File: config.mk
export PLATFORM = sky130hd
export DESIGN_NAME = edge_sync_filt
export DESIGN_NICKNAME = d
export VERILOG_FILES = /design/src/rtl/edge_sync_pkg.sv /design/src/rtl/edge_sync_chan.sv /design/src/rtl/edge_sync_filt.sv
export SDC_FILE = /design/constraint.sdc
export NUM_CORES = 1
export LEC_CHECK = 0
export ABC_AREA = 1
export BUFFER_PORTS_ARGS = -buffer_cell sky130_fd_sc_hd__buf_2
export CAP_MARGIN = 20
export CELL_PAD_IN_SITES_DETAIL_PLACEMENT = 2
export CELL_PAD_IN_SITES_GLOBAL_PLACEMENT = 2
export CORE_AREA = 3 3 40 42
export DETAILED_ROUTE_END_ITERATION = 10
export DIE_AREA = 0 0 43 45
export PLACE_DENSITY_LB_ADDON = 0.1
export SYNTH_ARGS = -nofsm -noshare
export SYNTH_HDL_FRONTEND = slang
export SYNTH_SLANG_ARGS = --single-unit
export TNS_END_PERCENT = 10
File: constraint.sdc
create_clock -name clk -period 2.1 [get_ports clk]
set_input_delay 0.42 -clock clk [delete_from_list [all_inputs] [get_ports clk]]
set_output_delay 0.42 -clock clk [all_outputs]
set_load 0.03 [all_outputs]
File: src/rtl/edge_sync_pkg.sv
// edge_sync_pkg: shared constants and types for the edge_sync_filt input conditioner.
//   DEF_*   : default parameter values used by edge_sync_chan / edge_sync_filt
//   edge_t  : {rise, fall} pair for consumers of per-channel edge pulses
//   cnt_w() : width of the per-channel stability counter for a given FILT_LEN
package edge_sync_pkg;

    localparam int unsigned DEF_WIDTH     = 1;
    localparam int unsigned DEF_STAGES    = 2;
    localparam int unsigned DEF_FILT_LEN  = 4;
    localparam logic        DEF_RESET_VAL = 1'b0;

    typedef struct packed {
        logic rise;
        logic fall;
    } edge_t;

    // Counter only needs to reach FILT_LEN-1; keep at least one bit so
    // FILT_LEN=1 still has a legal (always-zero) counter.
    function automatic int unsigned cnt_w(input int unsigned filt_len);
        return (filt_len <= 1) ? 1 : $clog2(filt_len);
    endfunction

endpackage

File: src/rtl/edge_sync_chan.sv
// edge_sync_chan: one channel of the async-input conditioner.
//   sync chain (STAGES flops) -> stability filter (FILT_LEN cycles) -> out
//   -> rise/fall single-cycle pulses derived from out and its delayed copy.
// Ports:
//   clk, reset           : clock, synchronous active-high reset
//   in                   : asynchronous raw input
//   out                  : synchronised, filtered level
//   rise, fall           : one-cycle pulses on out 0->1 / 1->0
//   evt_clr              : clear sticky flags        (EDGE_SYNC_STICKY_EN only)
//   rise_seen, fall_seen : sticky edge flags         (EDGE_SYNC_STICKY_EN only)
// Optional feature macro: EDGE_SYNC_STICKY_EN
module edge_sync_chan
    import edge_sync_pkg::*;
#(
    parameter int unsigned STAGES    = DEF_STAGES,
    parameter int unsigned FILT_LEN  = DEF_FILT_LEN,
    parameter logic        RESET_VAL = DEF_RESET_VAL
) (
    input  logic clk,
    input  logic reset,
    input  logic in,
    output logic out,
    output logic rise,
    output logic fall
`ifdef EDGE_SYNC_STICKY_EN
    ,
    input  logic evt_clr,
    output logic rise_seen,
    output logic fall_seen
`endif
);

    localparam int unsigned    CW       = cnt_w(FILT_LEN);
    localparam logic [CW-1:0]  CNT_LAST = CW'(FILT_LEN - 1);

    logic [STAGES-1:0] sync_q, sync_d;
    logic [CW-1:0]     cnt_q, cnt_d;
    logic              out_q, out_d;
    logic              out_dly_q, out_dly_d;
    logic              synced;
    edge_t             edge_s;

    always_comb begin
        // Pure shift: nothing combinational between synchroniser flops.
        sync_d    = {sync_q[STAGES-2:0], in};
        synced    = sync_q[STAGES-1];
        cnt_d     = '0;
        out_d     = out_q;
        out_dly_d = out_q;
        // Any cycle where synced matches out leaves cnt_d at zero, so a
        // glitch shorter than FILT_LEN never completes the count.
        if (synced != out_q) begin
            if (cnt_q == CNT_LAST) begin
                out_d = synced;
            end else begin
                cnt_d = cnt_q + CW'(1);
            end
        end
    end

    always_ff @(posedge clk) begin
        if (reset) begin
            sync_q    <= {STAGES{RESET_VAL}};
            cnt_q     <= '0;
            out_q     <= RESET_VAL;
            out_dly_q <= RESET_VAL;
        end else begin
            sync_q    <= sync_d;
            cnt_q     <= cnt_d;
            out_q     <= out_d;
            out_dly_q <= out_dly_d;
        end
    end

    always_comb begin
        edge_s.rise = out_q & ~out_dly_q;
        edge_s.fall = ~out_q & out_dly_q;
    end

    assign out  = out_q;
    assign rise = edge_s.rise;
    assign fall = edge_s.fall;

`ifdef EDGE_SYNC_STICKY_EN
    logic rise_seen_q, rise_seen_d;
    logic fall_seen_q, fall_seen_d;

    // Set term is OR'd after masking, so a same-cycle edge beats evt_clr.
    always_comb begin
        rise_seen_d = edge_s.rise | (rise_seen_q & ~evt_clr);
        fall_seen_d = edge_s.fall | (fall_seen_q & ~evt_clr);
    end

    always_ff @(posedge clk) begin
        if (reset) begin
            rise_seen_q <= 1'b0;
            fall_seen_q <= 1'b0;
        end else begin
            rise_seen_q <= rise_seen_d;
            fall_seen_q <= fall_seen_d;
        end
    end

    assign rise_seen = rise_seen_q;
    assign fall_seen = fall_seen_q;
`endif

endmodule

File: src/rtl/edge_sync_filt.sv
// edge_sync_filt: multi-channel async-input conditioner (synchroniser,
// glitch filter, rise/fall pulse detection), WIDTH independent channels.
// Ports:
//   clk, reset           : clock, synchronous active-high reset
//   in      [WIDTH]      : asynchronous raw inputs
//   out     [WIDTH]      : synchronised, filtered levels
//   rise    [WIDTH]      : one-cycle pulse, out went 0->1
//   fall    [WIDTH]      : one-cycle pulse, out went 1->0
//   evt_clr [WIDTH]      : clear sticky flags        (EDGE_SYNC_STICKY_EN only)
//   rise_seen/fall_seen  : sticky edge flags         (EDGE_SYNC_STICKY_EN only)
// Optional feature macro: EDGE_SYNC_STICKY_EN
module edge_sync_filt
    import edge_sync_pkg::*;
#(
    parameter int unsigned WIDTH     = DEF_WIDTH,
    parameter int unsigned STAGES    = DEF_STAGES,
    parameter int unsigned FILT_LEN  = DEF_FILT_LEN,
    parameter logic        RESET_VAL = DEF_RESET_VAL
) (
    input  logic             clk,
    input  logic             reset,
    input  logic [WIDTH-1:0] in,
    output logic [WIDTH-1:0] out,
    output logic [WIDTH-1:0] rise,
    output logic [WIDTH-1:0] fall
`ifdef EDGE_SYNC_STICKY_EN
    ,
    input  logic [WIDTH-1:0] evt_clr,
    output logic [WIDTH-1:0] rise_seen,
    output logic [WIDTH-1:0] fall_seen
`endif
);

    for (genvar i = 0; i < WIDTH; i++) begin : gen_chan
        edge_sync_chan #(
            .STAGES    (STAGES),
            .FILT_LEN  (FILT_LEN),
            .RESET_VAL (RESET_VAL)
        ) u_chan (
            .clk       (clk),
            .reset     (reset),
            .in        (in[i]),
            .out       (out[i]),
            .rise      (rise[i]),
            .fall      (fall[i])
`ifdef EDGE_SYNC_STICKY_EN
            ,
            .evt_clr   (evt_clr[i]),
            .rise_seen (rise_seen[i]),
            .fall_seen (fall_seen[i])
`endif
        );
    end

endmodule

# After elaboration in Yosys (flattened, before gate mapping)
# Index checks and enable logic that the tools add are counted.
[word_totals]
input_bits = 3
romBits = 0
ff_bits = 6
latch_bits = 0
out_inout_bits = 3
memories = 0
ram_bits = 0
[op_classes]
muxes = 0
n_eq_ne = 2
n_addsub = 1
n_lt_le_gt_ge = 0
bitwise = 5
div_mod_pow = 0
shifts = 0
multipliers = 0
n_reduce_logical = 2
[ops]
columns = ["operator", "count"]
rows = [
  ["1-bit NOT", 3],
  ["3-bit OR reduction", 1],
  ["2-bit by 1-bit adder with 2-bit output, second input constant", 1],
  ["1-bit AND", 2],
  ["2-bit equality test, second input constant", 1],
  ["2-bit AND reduction", 1],
  ["1-bit inequality test", 1],
]

# Depth between registers and ports, before layout
# Gate-level depths: netlist (run 1).
[logic_depth]
word_depth = 3
depth_mapped = 4
mapped_depth_nobuf = 4

# Least setup slack after synthesis (run 1)
# Ideal clock, no wire load.
[synth_path]
path_type = "reg2out"
from = "register gen_chan[0].u_chan.out_q"
to = "output rise"
stages_incl_launch_ff = 3
required_time_ns = 1.680
n_path_buf = 0
arrival_time_ns = 1.046
slack_ns = 0.634
path_cell_list = "dfxtp_1 -> inv_2 -> nor2_1"
[synth_between]
elab_chain_cells = 1
[synth_lines]
columns = ["element", "line_no", "text"]
rows = [
  ["from (decl)", "edge_sync_chan.sv:38", "logic out_q, out_d;"],
  ["from (signal assigned)", "edge_sync_chan.sv:70", "out_q <= out_d;"],
  ["1-bit AND", "edge_sync_chan.sv:76", "edge_s.rise = out_q & ~out_dly_q;"],
  ["to (decl)", "edge_sync_filt.sv:24", "output logic [WIDTH-1:0] rise,"],
]
# Every way passes these cells.

# Worst setup path in the final report (run 1)
# Ends and elaborated chain as after synthesis.

==> qor.csv, run 1 <==
metric;value;unit
outcome;finished, final reports clean;
Die ar.;0.00194;mm²
chip height;45;µm
WP data required;1.68;ns
drt drc;0;
hold buffer count at CTS;0;
# rows;13;
antenna-violating nets left;0;
Num CTS Buffers;3;
DIE WIDTH;43;µm
final setup margin;0.698;ns
cell area power density;793;mW/mm²
Slew Viols, Final;0;
layout cells sized above 1;30.6;%
Tmin final;1.40;ns
vias in the first global route;176;
post-synthesis cell area;221;µm²
Worst Hold Depth;3;
clk root buf;clkbuf_4;
global-route wire length before repair;655;µm
RSZ-0062 raised after global routing;false;
register area share after synthesis;54.2;%
drt pass-1 iters;1;
Peak Freq;713;MHz
Final Cycle Share;66.8;%
reg2reg end;gen_chan[0].u_chan.cnt_q[0];
#FFs+latches synth;6;
most common cell after layout, fill and taps aside;nor2_1;
PostCTS Resize Cnt;0;
worst endpoint data arrival time;0.98;ns
IO Pins;6;
Filler cells;158;
Post-CTS Setup Inserts;0;
Cell variety after synth;9;
R2R setup slack;1.18;ns
CTS sink cnt;6;
Finish-stage setup viols;0;
I/O Buffers;5;
NumNets Final;42;
Hold Path Class;in -> reg;
TritonCTS clock tree;built;
Synth area leaders;dfxtp_1, nor2_1, inv_1;
Mapped Nets;32;
antenna violations before repair;0;
Bufs on Longest Clock Path;2;
final hold slack;0.381;ns
max cap viols;0;
Iter 0 DRT Violations;0;
post-route clock skew;0.00261;ns
H-tree levels;1;
type of origin of the critical path;register;
clock latency at the later pin of the worst-skew pair;0.24;ns
WL final;433;µm
CORE AREA;0.00128;mm²
top-area cell type share of the netlist area;54.2;%
TNS Setup;0;ns
dpl ws;0.938;ns
Worst Tran Pin Value;0.168;ns
r2r worst-path depth;4;
Syn. warnings;0;
Via density;3.61;
total gr overflow;0;
Leakage;0.145;nW
Finished Core Util;22.4;%
CTS clk-pin slew, worst paths;0.04;ns
vias;184;
crit path max fanout;5;
Tot Pwr;228;µW
total track usage;5.17;%
Final Hold Fails;0;
Rel. slew slack;88.8;%
GPL Wtd Cong;0.631;
Initial Utilization;17.2;%
WHS Endpoint;gen_chan[0].u_chan.sync_q[0];
hold_sp;in;
drt wl/cell;8.49;µm
crit path kind;reg -> out;
commonest non-fill, non-tap cells in the layout;nor2_1, inv_1, dfxtp_1, buf_2, clkbuf_4;
Area growth syn-to-layout;29.9;%
Avg Cell Area, Syn;7.91;µm²
reg2reg start;gen_chan[0].u_chan.cnt_q[0];
largest net degree at the start of global routing;6;
crit path capture type;primary output;
critical path startpoint;gen_chan[0].u_chan.out;
HPWL after DPL;366;µm
# diodes;0;
Synth Instances;28;
peak supply drop;0.257;mV
Synth area leader;dfxtp_1;
[how the worst max path moves through the flow]
stage                end  slack, ns
CTS                 rise       0.67
global placement    rise       0.96
detailed placement  rise       0.94
floorplan           rise       0.63
finish              rise       0.70
global route        rise       0.61
[power breakdown]
group	switching (mW)	internal, mW	total, mW
logic	0.00446	0.00316	0.00762
registers	0.00114	0.117	0.118
clock network	0.0383	0.0644	0.103
total	0.0439	0.184	0.228
[metrics by stage]
step           area [µm²]  cells
4_1_cts               288     51
5_1_grt               288     51
6_report              288     51
2_1_floorplan         221     28
3_5_place_dp          265     48
3_3_place_gp          265     48
[cells by family (layout without fill, tap and decap cells)]
| family | after synthesis | after routing | share of synthesized area, % |
|---|---|---|---|
| adders and majority gates | 1 | 1 | 5.65 |
| and+or+nand+nor | 14 | 14 | 28.2 |
| DFF | 6 | 6 | 54.2 |
| buffers and inverters | 7 | 15 | 11.9 |
[state kept, by name, indices dropped and copies added, names as in the netlist]
signal                     cells
gen_chan.u_chan.cnt_q          2
gen_chan.u_chan.out_dly_q      1
gen_chan.u_chan.out            1
gen_chan.u_chan.sync_q         2
[synthesized netlist by cell type]
cell type / instances
ha_1: 1
nor2_1: 10
inv_2: 1
nor3_1: 1
inv_1: 6
nand3_2: 1
nand2_2: 1
nand2_1: 1
dfxtp_1: 6
[per-layer routing]
layer / track usage [%] / share of wire [%]
met4: 3.61 / 0
met2: 7.78 / 47
met3: 3.59 / 8.8
met1: 5.08 / 44
met5: 0 / 0
[area by class of cell]
class	instances	area, µm²	area share [%]
Clock buffer	3	22.5	7.83
Multi-Input combinational cell	15	75.1	26.1
Inverter	7	26.3	9.13
Timing Repair Buffer	5	25.0	8.70
Sequential cell	6	120	41.7
Tap cell	15	18.8	6.52
[worst max-delay path, cell delays in order, from the launching register on]
cell,delay [ns]
dfxtp_1,0.39
inv_2,0.07
nor2_1,0.08
buf_2,0.20
Power figures use the tool's default switching activity.
==> run 2: changes to the inputs <==
Clock period 2.1 ns to 1.1 ns, I/O delays scaled along.
==> qor.csv, run 2 (synthesized netlist as in run 1, its figures left out) <==
metric;value;unit
peak supply drop;0.522;mV
NumNets Final;44;
vias;205;
Hold Path Class;in -> reg;
WL final;480;µm
chip height;45;µm
Via density;3.87;
Rel. slew slack;89.7;%
Worst Tran Pin Value;0.156;ns
global-route wire length before repair;793;µm
RSZ-0062 raised after global routing;true;
Num CTS Buffers;3;
Bufs on Longest Clock Path;2;
# diodes;0;
total track usage;6.91;%
met3 routed WL;38;µm
H-tree levels;1;
commonest non-fill, non-tap cells in the layout;nor2_1, inv_1, dfxtp_1;
post-route clock skew;0.00252;ns
total gr overflow;0;
DIE WIDTH;43;µm
Final Hold Fails;0;
layout cells sized above 1;42.1;%
CORE AREA;0.00128;mm²
CTS sink cnt;6;
CTS clk-pin slew, worst paths;0.04;ns
largest registers;gen_chan.u_chan.cnt_q (2), gen_chan.u_chan.sync_q (2);
drt drc;0;
drt pass-1 iters;1;
Top Layer Used;met4;
final setup margin;-0.00299;ns
WP data required;0.88;ns
clock latency at the later pin of the worst-skew pair;0.24;ns
Die ar.;0.00194;mm²
# rows;13;
clk root buf;clkbuf_4;
Final Cycle Share;100;%
met1 WL;189;µm
cell area power density;1340;mW/mm²
HPWL after DPL;368;µm
outcome;finished with violations;
worst endpoint data arrival time;0.88;ns
type of origin of the critical path;register;
Leakage;0.154;nW
GPL Wtd Cong;0.572;
hold buffer count at CTS;0;
crit path kind;reg -> out;
antenna-violating nets left;0;
crit path max fanout;2;
IO Pins;6;
Peak Freq;907;MHz
I/O Buffers;5;
Slew Viols, Final;0;
Met2 Wirelength;240;µm
most common cell after layout, fill and taps aside;nor2_1;
drt wl/cell;9.06;µm
Finished Core Util;25.4;%
vias in the first global route;200;
Area growth syn-to-layout;47.5;%
TritonCTS clock tree;built;
max cap viols;0;
crit path capture type;primary output;
largest net degree at the start of global routing;6;
Iter 0 DRT Violations;0;
failing checks;negative setup slack;
Initial Utilization;17.2;%
antenna violations before repair;0;
Finish-stage setup viols;1;
dpl ws;0.173;ns
Tmin final;1.10;ns
## run 2: cell types whose count changed in the layout (fill, tap and decap cells not counted)
cell	previous run	this run
buf_2	5	3
buf_4	0	3
buf_6	0	1
dfxtp_1	6	4
dfxtp_2	0	1
dfxtp_4	0	1
inv_2	1	0
inv_4	0	1
nor2_1	10	9
nor2_4	0	1
## run 2: cell type report
cell class	instances	area, µm²
Clock buffer	3	22.5
Tap cell	15	18.8
Inverter	7	28.8
Fill cell	160	958
Sequential cell	6	125
Multi-Input combinational cell	15	82.6
Timing Repair Buffer	7	48.8
## run 2: final timing paths
check	from	endpoint	slack, ns	depth (start not counted)
worst max-delay path	gen_chan[0].u_chan.out_dly_q	rise	-0.003	3
worst min-delay path	in	gen_chan[0].u_chan.sync_q[0]	0.18	3
worst max register to register	gen_chan[0].u_chan.cnt_q[0]	gen_chan[0].u_chan.cnt_q[0]	0.18	4
worst min register to register	gen_chan[0].u_chan.sync_q[0]	gen_chan[0].u_chan.sync_q[1]	0.40	2
## run 2: power breakdown
part           internal (mW)  switching [mW]  total, mW
logic                0.00613         0.00825     0.0144
clock network          0.123          0.0775      0.201
registers              0.220         0.00219      0.223
total                  0.350          0.0879      0.438
## run 2: repair_timing
item | CTS | global route
resized for setup | 7 | 0
hold endpoints to repair | 0 | 0
pin swaps | 1 | 1
setup endpoints to repair | 2 | 2
buffers inserted | 1 | 1
## run 2: per-stage QoR
stage | hold WS (ns) | total power [mW] | cells | instance area, µm² | TNS, ns
detailed placement | 0.402 | 0.244 | 48 | 269 | 0
global placement | 0.392 | 0.243 | 48 | 269 | 0
finish | 0.179 | 0.438 | 53 | 327 | -0.00299
CTS | 0.172 | 0.456 | 52 | 319 | -0.0288
floorplan | 0.291 | 0.236 | 28 | 225 | 0
global route | 0.200 | 0.478 | 53 | 327 | -0.132
## run 2: critical path, stage by stage (launching register included)
cell and delay [ns]:
dfxtp_2 0.31, buf_4 0.13, nor2_4 0.07, buf_6 0.13
## run 2: layer usage
metal  vias up  track usage [%]
li1        102                -
met1        95             5.30
met2         6             9.28
met3         2             3.59
met4         0             12.7
met5         -                0
